[config.mk]
export PLATFORM = sky130hd
export DESIGN_NAME = apb_regfile_slave
export DESIGN_NICKNAME = d
export VERILOG_FILES = /design/src/rtl/apb_regfile_slave.sv
export SDC_FILE = /design/constraint.sdc
export NUM_CORES = 1
export LEC_CHECK = 0
export CAP_MARGIN = 20
export CORE_MARGIN = 10
export CORE_UTILIZATION = 50
export DETAILED_ROUTE_END_ITERATION = 7
export GPL_ROUTABILITY_DRIVEN = 0
export HOLD_SLACK_MARGIN = 0.03
export PLACE_DENSITY = 0.76
export SLEW_MARGIN = 25
export SYNTH_ARGS = -nofsm -noshare
export SYNTH_HDL_FRONTEND = slang
export SYNTH_SLANG_ARGS = --single-unit
[constraint.sdc]
create_clock -name clk -period 3.55 [get_ports clk]
set_input_delay 0.355 -clock clk [delete_from_list [all_inputs] [get_ports clk]]
set_output_delay 0.355 -clock clk [all_outputs]
set_load 0.01 [all_outputs]
[src/rtl/apb_regfile_slave.sv]
// APB completer exposing NUM_REGS word-wide registers with byte strobes,
// programmable wait states, per-register read-only protection and PSLVERR.
module apb_regfile_slave #(
  parameter int                  ADDR_WIDTH  = 8,
  parameter int                  DATA_WIDTH  = 32,
  parameter int                  NUM_REGS    = 32,
  parameter int                  WAIT_STATES = 0,
  parameter logic [NUM_REGS-1:0] RO_MASK     = '0
) (
  input  logic                    clk,
  input  logic                    rst_n,
  input  logic [ADDR_WIDTH-1:0]   paddr,
  input  logic                    pwrite,
  input  logic                    psel,
  input  logic                    penable,
  input  logic [DATA_WIDTH/8-1:0] pstrb,
  input  logic [DATA_WIDTH-1:0]   pwdata,
  output logic [DATA_WIDTH-1:0]   prdata,
  output logic                    pready,
  output logic                    pslverr
);

  localparam int STRB_W = DATA_WIDTH / 8;
  localparam int ALIGN  = $clog2(STRB_W);
  localparam int IDX_W  = ADDR_WIDTH - ALIGN;
  localparam int REG_IW = (NUM_REGS > 1) ? $clog2(NUM_REGS) : 1;
  localparam int CNT_W  = 4;

  // Handshake: a transfer completes in the cycle where pready is high while
  // psel and penable are high; pslverr and prdata are only meaningful then.
  typedef enum logic {
    ST_IDLE   = 1'b0,
    ST_ACCESS = 1'b1
  } state_t;

  state_t                 state;
  logic [CNT_W-1:0]       cnt;
  logic [DATA_WIDTH-1:0]  regs [NUM_REGS];

  logic [IDX_W-1:0]       idx;
  logic [REG_IW-1:0]      reg_sel;
  logic                   misaligned;
  logic                   idx_oob;
  logic                   ro_hit;
  logic                   err;
  logic                   in_access;
  logic                   cnt_zero;
  logic                   complete;
  logic                   commit;

  assign idx     = paddr[ADDR_WIDTH-1:ALIGN];
  assign reg_sel = idx[REG_IW-1:0];

  generate
    if (ALIGN > 0) begin : g_align
      assign misaligned = |paddr[ALIGN-1:0];
    end else begin : g_no_align
      assign misaligned = 1'b0;
    end
  endgenerate

  assign idx_oob = ({1'b0, idx} >= (IDX_W+1)'(NUM_REGS));
  // The read-only lookup is only trusted for an in-range index.
  assign ro_hit  = !idx_oob && RO_MASK[reg_sel];
  assign err     = misaligned | idx_oob | (pwrite & ro_hit);

  assign in_access = (state == ST_ACCESS);
  assign cnt_zero  = (cnt == '0);
  assign complete  = in_access && psel && cnt_zero;
  assign commit    = complete && pwrite && !err;

  assign pready  = complete && penable;
  assign pslverr = pready && err;
  assign prdata  = (pready && !pwrite && !err) ? regs[reg_sel] : '0;

  always_ff @(posedge clk or negedge rst_n) begin
    if (!rst_n) begin
      state <= ST_IDLE;
      cnt   <= '0;
    end else begin
      case (state)
        ST_IDLE: begin
          // psel with penable already high here is a protocol violation and is ignored.
          if (psel && !penable) begin
            state <= ST_ACCESS;
            cnt   <= CNT_W'(WAIT_STATES);
          end
        end
        ST_ACCESS: begin
          if (!psel) begin
            state <= ST_IDLE;
          end else if (!cnt_zero) begin
            cnt <= cnt - CNT_W'(1);
          end else begin
            state <= ST_IDLE;
          end
        end
        default: state <= ST_IDLE;
      endcase
    end
  end

  always_ff @(posedge clk or negedge rst_n) begin
    if (!rst_n) begin
      for (int i = 0; i < NUM_REGS; i++) begin
        regs[i] <= '0;
      end
    end else if (commit) begin
      for (int b = 0; b < STRB_W; b++) begin
        if (pstrb[b]) begin
          regs[reg_sel][8*b +: 8] <= pwdata[8*b +: 8];
        end
      end
    end
  end

endmodule

# --- Word level (Yosys, flattened, before mapping) ---
# Memories as Yosys holds them, arrays and structs flattened.
# Index checks and enable logic that the tools add are counted.
totals:
  mem_count: 1
  rom_bits: 32
  wordCells: 98
  out_inout_bits: 34
  regBits: 1029
classes:
  mux: 32
  eq_ne: 3
  n_lt_le_gt_ge: 4
  addsub: 1
  bitwise: 5
  reduce_logical: 18
mem_list:
  columns: ["memory", "words", "word_bits", "rd", "rd_ports_with_merged_regs", "wr", "line", "rtl"]
  rows:
  - ["(name not given)", 32, 1, 1, 0, 0, "64", "assign ro_hit = !idx_oob && RO_MASK[reg_sel];"]
ops:
  columns: ["op", "n"]
  rows:
  - ["$mux 1024", 7]
  - ["$bwmux 1024", 4]
  - ["$demux 32 s5", 4]
  - ["$bmux 32 s5", 1]
  - ["$mux 32", 4]
  - ["$mux 24", 1]
  - ["$mux 16", 1]
  - ["$ge 6x6->1 const B", 2]
  - ["$mux 4", 3]
  - ["$logic_and 1x1->1", 11]
  - ["$mux 8", 1]
  - ["$pmux 4 s2", 1]
  - ["$lt 5x6->1 const B", 1]
  - ["$lt 6x1->1 const B", 1]
  - ["$ne 2x2->1 const B", 3]
  - ["$not 5->6", 1]
  - ["$logic_not 1->1", 4]
  - ["$logic_not 4->1", 1]
  - ["$mux 1", 4]
  - ["$sub 4x1->4 const B", 1]
  - ["$reduce_and 3->1", 1]
  - ["$or 1x1->1", 2]
  - ["$pmux 1 s2", 1]
  - ["$reduce_or 2->1", 1]
  - ["2 further kinds", 2]

# --- Depth between registers and ports, before layout ---
depth:
  ltp_word: 16
  depth_mapped: 9

# --- Worst setup path before layout ---
# OpenSTA, ideal clock, no wires.
synth_timing:
  kind: "input to output"
  startpoint: "input paddr[2]"
  endpoint: "output prdata[1]"
  arrival_ps: 2304
  slack_ps: 891
  required_ps: 3195
  path_stages: 8
  path_cell_list: "buf_2 -> buf_2 -> buf_2 -> buf_2 -> mux2i_1 -> a22oi_1 -> nand4_1 -> a2111oi_0"
synth_via:
  elab_chain_cells: 8
  elab_cells_between_ends: 15
  cone_classes: "order compare: 1; mux: 5; bitwise: 4; reduce/logical: 4; memory: 1"
synth_rtl:
  columns: ["item", "line", "rtl"]
  rows:
  - ["from (decl)", "12", "input logic [ADDR_WIDTH-1:0] paddr,"]
  - ["$mem_v2 32x1 or $ge 6x6->1 (tied branches)", null, null]
  - ["$mux 1 (implied by the code) or $logic_not 1->1 (tied branches)", "64", null]
  - ["$logic_and 1x1->1", "64", null]
  - ["$and 1x1->1", "65", "assign err = misaligned | idx_oob | (pwrite & ro_hit);"]
  - ["$or 1x1->1", "65", null]
  - ["$logic_not 1->1", "74", "assign prdata = (pready && !pwrite && !err) ? regs[reg_sel] : '0;"]
  - ["$logic_and 1x1->1", "74", null]
  - ["$mux 32 (*)", "74", null]
  - ["to (decl)", "18", "output logic [DATA_WIDTH-1:0] prdata,"]
# Every way passes the cells marked *; elsewhere a longest branch is shown, timed or not. The select of a mux whose other input is x is not followed.

# --- Worst setup path after layout ---
layout_timing:
  startpoint: "input paddr[4]"
  endpoint: "output prdata[23]"
# Same word-level chain as after synthesis.

==> flow_summary.toml <==
[run_status]
status = "finished, final reports clean"

[placed_design]
hpwl_um = 81600
dp_slack_ns = -0.397
port-buffer-count = 82
dp_cells = 4534
postPlaceCellArea_um2 = 52000

[die]
num_io_pins = 83
die_h_um = 330
initial_utilization = 0.506
core-area_um2 = 95300
die_area_um2 = 109000
die_x_um = 330
row_count = 113

[yosys]
synth_nets = 3229
synth_edf_count = 0
synth_area_um2 = 48200
avgSynthCellArea_um2 = 15.2
ys_warn_count = 0
synthCells = 3178
ys_seq_area_frac = 0.534
synth_top_flop_cell = "dfrtp_1"
ys_types = 56
async_reset_ff_frac = 1.00
ys_ff_latch = 1029

[critical_path]
cp.required_ns = 3.19
critPathLaunchType = "input pin"
worstRegToRegCells = 8
regToRegStartpoint = "cnt[1]$_DFFE_PN0P_"
worstReg2RegEnd = "regs[1006]$_DFFE_PN0P_"
critPathArrivalTime_ns = 3.11
crit_type = "input pin to primary output"
cp_max_fo = 16
cp-end-kind = "primary output"
r2r_setup_slack_ns = 0.20

[grt]
grt_pass1_vias = 30476
grt_overflow = 0
grt_pass1_wl_um = 192000
antenna_found_initial = 5
track_usage = 0.228
grt_start_max_net_pins = 91

[clock_network]
cts_sinks = 1029
cts.clk_slew.worst_paths_ns = 0.06
h-tree-depth = 3
clk_latency_ns = 0.67
clock_path_buffers = 3
cts_buffers = 106
root_buffer = "clkbuf_16"
cts_tree = "built"

[layout]
fillerInstances = 7326
multi_input_comb_area_um2 = 21600
final_area_um2 = 55900
seq_area_um2 = 25700
stdcell_count = 4737
drive_gt1_frac = 0.470
areaGrowthSynthToFinish_pct = 16.0
final_nets = 3430

[sta]
rsz0062_at_grt = "yes"
max_freq_mhz = 288
setup_viol = 0
fin_crit_ns = 3.47
finalHoldViolCount = 0
tightest_slew_ns = 0.986
clock_skew_ns = 0.0286
slew_headroom = 0.343
setup_ws_ns = 0.0821
finalMaxSlewViolations = 0
period_share = 0.977
tns_ns = 0

[power]
leakage_nw = 29.0
power.density_nw_per_um2 = 452
peakVddDrop_mv = 0.342

[route]
wire_per_inst_um = 26.1
vias = 28664
vias_per_cell = 6.05
ant_nets = 0
remaining_drc_errors = 0
first_pass_iters = 5
drt_wl_total_um = 124000
dr.first_iter.drc_count = 2288

[flow_run]
cap_violations = 0

[hold_path]
min_path_type = "input pin to asynchronous set/reset pin"
## critical path: stages
cell and delay (ns):
clkdlybuf4s50_1 0.46, buf_4 0.18, and4b_2 0.28, buf_12 0.16, a22oi_1 0.29, nand4_1 0.25
nor4_2 0.38, buf_4 0.18, clkdlybuf4s50_1 0.54
## routing by layer
layer,vias up,track usage,wire (um),share of wire
met5,-,0,13,0.00011
met4,2,0.0655,3110,0.025
met3,182,0.0376,6540,0.053
met2,745,0.367,59400,0.48
met1,15433,0.318,54700,0.44
li1,12302,-,-,-
## through the flow
stage	util	hold WS (ns)	power, mW
after global routing	0.587	0.363	26.0
final	0.587	0.317	25.3
after detailed placement	0.545	0.471	13.7
after floorplan	-	0.0594	12.8
after CTS	0.586	0.327	25.4
after global placement	0.546	0.462	13.6
## kinds of logic after synthesis
logic type      share of synthesized area
fa+ha+maj                        0.000519
mux                                 0.353
flops                               0.534
xor+xnor                         0.000363
compound gates                     0.0294
simple gates                       0.0607
buf+inv                            0.0216
## power breakdown
| group | switching (mW) | internal [mW] |
|---|---|---|
| logic | 1.09 | 0.533 |
| registers | 0.0523 | 11.8 |
| clock network | 4.76 | 7.03 |
## sequential cells by signal (all words and copies together), names as in the netlist
| signal | count |
|---|---|
| cnt | 4 |
| in_access | 1 |
| regs | 1024 |
## worst max-delay path by stage
stage	startpoint	to	slack, ns	cells after the start
finish	paddr[4]	prdata[23]	0.08	9
global route	cnt[1]$_DFFE_PN0P_	prdata[23]	-0.03	9
CTS	cnt[0]$_DFFE_PN0P_	prdata[26]	0.0001	9
detailed placement	paddr[1]	prdata[13]	-0.40	8
global placement	paddr[1]	prdata[13]	-0.78	8
floorplan	paddr[2]	prdata[1]	0.89	8
## cell type report
type | instances | share of cell area
flip-flops and latches | 1029 | 0.461
multi-input cells | 1913 | 0.387
repair buffers | 325 | 0.0571
clock buffers | 158 | 0.0565
well taps | 1265 | 0.0283
clock inverters | 41 | 0.0101
inverters | 4 | 0.000269
diodes | 2 | 0.0000895
## cell usage in the layout, fill, tap and decap left out, types with 20 or more instances in the layout
| cell | Yosys | routed |
|---|---|---|
| a22oi_1 | 117 | 116 |
| buf_12 | 0 | 47 |
| buf_4 | 4 | 198 |
| clkbuf_1 | 161 | 23 |
| clkbuf_16 | 0 | 108 |
| clkbuf_8 | 0 | 27 |
| clkdlybuf4s50_1 | 0 | 47 |
| dfrtp_1 | 1029 | 1029 |
| mux2_1 | 123 | 123 |
| mux2_2 | 911 | 911 |
| mux2i_1 | 243 | 243 |
| mux4_2 | 131 | 131 |
| nand2_1 | 36 | 36 |
| nand4_1 | 29 | 29 |
| nor2_1 | 32 | 32 |
| nor2_2 | 20 | 20 |
| nor2_8 | 80 | 80 |
| o21ai_0 | 29 | 24 |
| o22ai_1 | 30 | 30 |
## cell usage after synthesis (26+ instances only)
| cell | count | area [um^2] |
|---|---|---|
| mux2i_1 | 243 | 2430 |
| mux2_1 | 123 | 1390 |
| dfrtp_1 | 1029 | 25700 |
| clkbuf_1 | 161 | 604 |
| mux4_2 | 131 | 2950 |
| mux2_2 | 911 | 10300 |
| nand2_1 | 36 | 135 |
| o22ai_1 | 30 | 188 |
| nand4_1 | 29 | 181 |
| a22oi_1 | 117 | 878 |
| o21ai_0 | 29 | 145 |
| nor2_1 | 32 | 120 |
| nor4_1 | 26 | 163 |
| nor2_8 | 80 | 1600 |
| buf_2 | 49 | 245 |
## repair_timing
item / 4_1_cts / 5_1_grt
hold buffers: 1 / 0
endpoints found under the setup margin: 31 / 21
pin swaps: 8 / 16
buffers inserted: 1 / 0
endpoints found under the hold margin: 58 / 0
cloned: 0 / 0
gates resized for setup: 31 / 24
Power figures use the tool's default switching activity.
